===== config.mk =====
export PLATFORM = sky130hd
export DESIGN_NAME = seg7_capture
export DESIGN_NICKNAME = d
export VERILOG_FILES = /design/src/rtl/seg7_pkg.sv /design/src/rtl/seg7_to_hex.sv /design/src/rtl/seg7_capture.sv
export SDC_FILE = /design/constraint.sdc
export NUM_CORES = 1
export LEC_CHECK = 0
export ABC_AREA = 1
export BUFFER_PORTS_ARGS = -buffer_cell sky130_fd_sc_hd__buf_2
export CAP_MARGIN = 20
export CORE_MARGIN = 5
export CORE_UTILIZATION = 58
export DETAILED_ROUTE_END_ITERATION = 16
export PLACE_DENSITY = 0.8
export SYNTH_ARGS = -nofsm -noshare
export SYNTH_HDL_FRONTEND = slang
export SYNTH_HIERARCHICAL = 1
export SYNTH_SLANG_ARGS = --single-unit

===== constraint.sdc =====
create_clock -name clk -period 1.75 [get_ports clk]
set_input_delay 0.0875 -clock clk [delete_from_list [all_inputs] [get_ports clk]]
set_output_delay 0.0875 -clock clk [all_outputs]
set_load 0.01 [all_outputs]

===== src/rtl/seg7_pkg.sv =====
// Shared constants, glyph table and decode payload for the 7-segment capture slice.
package seg7_pkg;

  localparam int unsigned NUM_DIGITS = 3;
  localparam int unsigned NIB_W      = 4;
  localparam int unsigned SEG_W      = 7;
  localparam int unsigned NUM_GLYPHS = 16;

  localparam logic [SEG_W-1:0] SEG_BLANK = 7'h00;

  // Segment pattern {G,F,E,D,C,B,A} per hex nibble
  localparam logic [SEG_W-1:0] GLYPH [NUM_GLYPHS] = '{
    7'h3F, 7'h06, 7'h5B, 7'h4F, 7'h66, 7'h6D, 7'h7D, 7'h07,
    7'h7F, 7'h6F, 7'h77, 7'h7C, 7'h58, 7'h5E, 7'h79, 7'h71
  };

  typedef struct packed {
    logic [NIB_W-1:0] nibble;
    logic             blank;
    logic             err;
  } dig_dec_t;

  function automatic logic is_onehot(input logic [NUM_DIGITS-1:0] v);
    return (v != '0) && ((v & (v - NUM_DIGITS'(1))) == '0);
  endfunction

endpackage


===== src/rtl/seg7_to_hex.sv =====
// Combinational inverse glyph lookup: segment pattern to {nibble, blank, err}.
module seg7_to_hex
  import seg7_pkg::*;
(
  input  logic [SEG_W-1:0] seg,
  output dig_dec_t         dec
);

  always_comb begin
    dec.nibble = '0;
    dec.blank  = (seg == SEG_BLANK);
    dec.err    = (seg != SEG_BLANK);
    for (int unsigned i = 0; i < NUM_GLYPHS; i++) begin
      if (seg == GLYPH[4'(i)]) begin
        dec.nibble = NIB_W'(i);
        dec.err    = 1'b0;
      end
    end
  end

endmodule


===== src/rtl/seg7_capture.sv =====
// Captures settled digit dwells of a scanned 3-digit display and publishes whole frames.
module seg7_capture
  import seg7_pkg::*;
#(
  parameter int unsigned SETTLE_CYCLES = 4,
  parameter int unsigned CNT_W         = 8
) (
  input  logic                        clk,
  input  logic                        rst_n,
  input  logic [NUM_DIGITS-1:0]       dig_sel,
  input  logic [SEG_W-1:0]            seg,
  input  logic                        clr_err,
  output logic [NUM_DIGITS*NIB_W-1:0] digits,
  output logic [NUM_DIGITS-1:0]       blank,
  output logic [NUM_DIGITS-1:0]       seg_err,
  output logic                        frame_valid,
  output logic                        sel_fault
);

  logic [NUM_DIGITS-1:0]       sel_m, sel_s;
  logic [SEG_W-1:0]            seg_m, seg_s;
  logic [CNT_W-1:0]            cnt;
  logic                        captured;
  logic [NUM_DIGITS-1:0]       seen;
  dig_dec_t                    shadow [NUM_DIGITS];
  dig_dec_t                    dec;

  logic                        changed;
  logic                        capture;
  logic                        fault;
  logic [NUM_DIGITS-1:0]       cap_bits;
  logic [NUM_DIGITS*NIB_W-1:0] sh_nib;
  logic [NUM_DIGITS-1:0]       sh_blank, sh_err;

  // Two-flop synchronisers on the strobe and segment lines
  always_ff @(posedge clk or negedge rst_n) begin
    if (!rst_n) begin
      sel_m <= '0;
      sel_s <= '0;
      seg_m <= '0;
      seg_s <= '0;
    end else begin
      sel_m <= dig_sel;
      sel_s <= sel_m;
      seg_m <= seg;
      seg_s <= seg_m;
    end
  end

  seg7_to_hex u_dec (
    .seg (seg_s),
    .dec (dec)
  );

  // Incoming sample differs from the held one: restart the dwell
  always_comb begin
    changed = ({sel_m, seg_m} != {sel_s, seg_s});
    capture = !changed && !captured && (cnt == CNT_W'(SETTLE_CYCLES - 1));
    fault   = capture && (sel_s != '0) && !is_onehot(sel_s);
  end

  always_ff @(posedge clk or negedge rst_n) begin
    if (!rst_n) begin
      cnt      <= '0;
      captured <= 1'b0;
    end else if (changed) begin
      cnt      <= '0;
      captured <= 1'b0;
    end else begin
      if (cnt != CNT_W'(SETTLE_CYCLES)) cnt <= cnt + CNT_W'(1);
      if (capture) captured <= 1'b1;
    end
  end

  // dig_sel bit NUM_DIGITS-1 strobes digit 0
  for (genvar k = 0; k < NUM_DIGITS; k++) begin : g_digit
    assign cap_bits[k] = capture && is_onehot(sel_s) && sel_s[NUM_DIGITS-1-k];

    always_ff @(posedge clk or negedge rst_n) begin
      if (!rst_n) shadow[k] <= '0;
      else if (cap_bits[k]) shadow[k] <= dec;
    end

    assign sh_nib[k*NIB_W +: NIB_W] = shadow[k].nibble;
    assign sh_blank[k]              = shadow[k].blank;
    assign sh_err[k]                = shadow[k].err;
  end

  // Frame publish one edge after every digit has been seen
  always_ff @(posedge clk or negedge rst_n) begin
    if (!rst_n) begin
      seen        <= '0;
      digits      <= '0;
      blank       <= '0;
      seg_err     <= '0;
      frame_valid <= 1'b0;
    end else begin
      frame_valid <= 1'b0;
      if (seen == '1) begin
        digits      <= sh_nib;
        blank       <= sh_blank;
        seg_err     <= sh_err;
        frame_valid <= 1'b1;
        seen        <= cap_bits;
      end else begin
        seen        <= seen | cap_bits;
      end
    end
  end

  // Sticky strobe fault; a fault in the clearing cycle wins
  always_ff @(posedge clk or negedge rst_n) begin
    if (!rst_n)       sel_fault <= 1'b0;
    else if (fault)   sel_fault <= 1'b1;
    else if (clr_err) sel_fault <= 1'b0;
  end

endmodule


==> flow_summary.yaml <==
routing:
  drt-initial-drc-count: 134
  num_vias: 2567
  wl_per_cell_um: 12.0
  viasPerCell: 4.94
  postRouteAntennaNets: 0
  wl_mm: 6.22
  dr.pass1.iters: 4
  drc: 0
floorplanning:
  ioPinCount: 33
  coreArea_sq_um: 5410
  start_util_pct: 58.8
  rows: 27
  die_w_um: 84.0
  die_area_sq_um: 7060
  die_h_um: 84.0
synthesis:
  synthesis.area_sq_um: 3180
  synthAdderAreaFrac_pct: 0.787
  synth_cells: 382
  yosys.area_share.simple_pct: 33.9
  yosys_warnings: 6
  ys_seq_area_share_pct: 55.1
  synth_xor_area_share_pct: 0.276
  synthesis.nets: 397
  synth_mux_area_share_pct: 0
  synth-compound-area-share_pct: 2.56
  postSynthAreaPerCell_sq_um: 8.32
  yosys_register_bits: 70
  yosysUniqueCellTypes: 30
  synth_top_family_by_area: "simple AND/OR/NAND/NOR gates"
clocking:
  cts_tree: "yes"
  clock_sinks: 70
  clock_path_buffers: 2
  clockRootBuffer: "clkbuf_8"
  clkSlewWorstSetupHoldPaths_ns: 0.08
  numCtsBuffers: 9
  h-tree-depth: 3
  insertion_delay_ns: 0.35
sta:
  timing.setup.tns_ns: 0
  rsz0062_at_grt: "no"
  tightestPinTransition_ns: 0.575
  fin_skew_ns: 0.00992
  slew_headroom_pct: 61.6
  drv_slew: 0
  setup_viol: 0
  hold_viol: 0
  max_freq_ghz: 0.623
  fin_crit_ns: 1.61
  fin_crit_sh_pct: 91.7
pwr:
  leakagePower_nw: 2.21
  power_density_nw_per_um2: 887
  vdd_ir_drop_max_mv: 0.681
grt:
  grt_pass1_vias: 2516
  gr-total-overflow: 0
  grt_max_degree: 29
  grtUsageMet3_pct: 4.64
  antenna_found_initial: 0
  busiest_layer: "met2"
  grt_first_pass_wirelength_mm: 11.1
  grtUsageMet2_pct: 32.4
  use_met1_pct: 23.4
  grt_usage_pct: 19.3
setup_path:
  worstPathRequired_ns: 1.99
  critical_path_buf_inv_count: 2
  r2r-start: "seg_s[3]"
  slowest_delay_ns: 0.43
  path_cells: "inv_1 -> nand2_1 -> nand2_1 -> nor2_1 -> nand3_1 -> nor2_4 -> nand4_1 -> buf_4 -> nand2_1 -> nand2_1"
  cpLargestDelayFamily: "simple AND/OR/NAND/NOR gates"
  cpMostUsedCell: "nand2_1"
  worstPathArrival_ns: 1.85
  crit_type: "reg2reg"
  slowest_stage: "dfrtp_1"
  path_max_fanout: 7
  cp-start-kind: "flop"
  critPathLaunch: "seg_s[3]"
  cp-end-kind: "flop"
final_layout:
  finish.net_count: 458
  fill_cells: 420
  ff_latch_area_sq_um: 1750
  drive_above_1_share_pct: 19.9
  fin_cells: 520
  multi_input_area_sq_um: 1200
  antenna_cells: 0
  area_growth_pct: 22.0
run_status:
  status: "finished, final reports clean"
place:
  dp_hpwl_mm: 4.31
  dp_cells: 489
  place_congestion: 0.842
  port_buffers: 32
worst_hold_path:
  hold_class: "in2async"
job:
  max-cap-violations: 0
==> final cells by class <==
| cell class | count | area share, % |
|---|---|---|
| timing repair buffer | 60 | 11.0 |
| multi-input combinational | 258 | 30.9 |
| inverter | 44 | 4.32 |
| sequential | 70 | 45.2 |
| tap | 72 | 2.32 |
| clock inverter | 7 | 3.13 |
| clock buffer | 9 | 3.19 |
==> stage by stage <==
stage	area [sq um]	hold WS, ns	utilization (%)	worst slack, ns	total power [mW]
2_1_floorplan	3180	-0.208	-	0.213	1.80
3_3_place_gp	3480	0.101	64.5	0.0934	1.87
3_5_place_dp	3480	0.112	64.5	0.00935	1.87
4_1_cts	3860	0.259	71.4	0.0177	3.48
5_1_grt	3880	0.301	71.8	0.000224	3.58
6_report	3880	0.252	71.8	0.145	3.44
==> layout by cell type (no fill, tap or decap), types with 2 or more instances in the layout <==
cell and count:
nand2_1 151, dfrtp_1 69, inv_1 38, buf_2 32, nor2_1 27, nand4_1 25
buf_4 14, dlygate4sd3_1 12, nand3_1 9, clkbuf_8 9, nand2_2 7, a21oi_1 7
o21ai_0 6, inv_2 5, nor3_1 5, nor2_4 4, bufinv_16 3, o21ai_1 2
nand3b_1 2, nor2_2 2, ha_1 2, clkinv_4 2, buf_12 2
==> per-layer routing <==
layer	wire length (um)	vias to the layer above
met3	276	19
met5	0	-
li1	-	1320
met4	148	0
met2	3140	57
met1	2650	1171
==> cells in the mapped netlist, drive strengths merged <==
master	n	area [sq um]
and3	1	11.3
nor4	1	6.26
and2	1	6.26
nand2	159	619
buf	6	51.3
nand3	10	55.1
nor3	7	51.3
inv	44	168
ha	2	25.0
a21oi	7	35.0
dfrtp	70	1750
nand3b	2	15.0
clkbuf	4	15.0
o21ai	8	40.0
nor2	33	156
a31oi	1	6.26
xor2	1	8.76
nand4	25	156
==> worst register-to-register path: stages (launching register included) <==
cell	delay (ns)
dfrtp_1	0.43
inv_1	0.07
nand2_1	0.06
nand2_1	0.06
nor2_1	0.10
nand3_1	0.20
nor2_4	0.18
nand4_1	0.11
buf_4	0.17
nand2_1	0.07
nand2_1	0.06
==> state kept, by name, indices dropped and copies added, names as in the netlist <==
| signal | count |
|---|---|
| digits | 12 |
| sh_nib | 12 |
| cnt | 8 |
| seg_m | 7 |
| seg_s | 7 |
| blank | 3 |
| seen | 3 |
| seg_err | 3 |
| sel_m | 3 |
| sel_s | 3 |
| sh_blank | 3 |
| sh_err | 3 |
| captured | 1 |
| frame_valid | 1 |
| sel_fault | 1 |
==> path summary, 6_finish.rpt <==
path,endpoint,slack [ns],cells after the start
worst min register to register,seg_s[1],0.41,0
max in group asynchronous,seg_s[5],0.83,3
min in group clk,seg_m[5],0.38,2
worst max register to register,sh_blank[2],0.14,10
worst min-delay path,seg_err[1],0.25,2
worst max-delay path,sh_blank[2],0.14,10
==> what timing repair did <==
item,CTS,global route
buffers inserted,1,2
hold buffers,12,0
gates resized for setup,0,3
setup endpoints to repair,1,25
endpoints found under the hold margin,33,0
pin swaps,1,2
==> kinds of logic (layout without fill, tap and decap cells) <==
family | Yosys count | in the layout
fa+ha+maj | 2 | 2
simple gates | 239 | 239
buf+inv | 54 | 120
compound gates | 16 | 16
xor+xnor | 1 | 1
flops | 70 | 70
==> power breakdown <==
group / switching (mW) / internal [mW]
Combinational: 0.120 / 0.0758
Clock: 0.622 / 0.953
Sequential: 0.0270 / 1.64
Power figures use the tool's default switching activity.
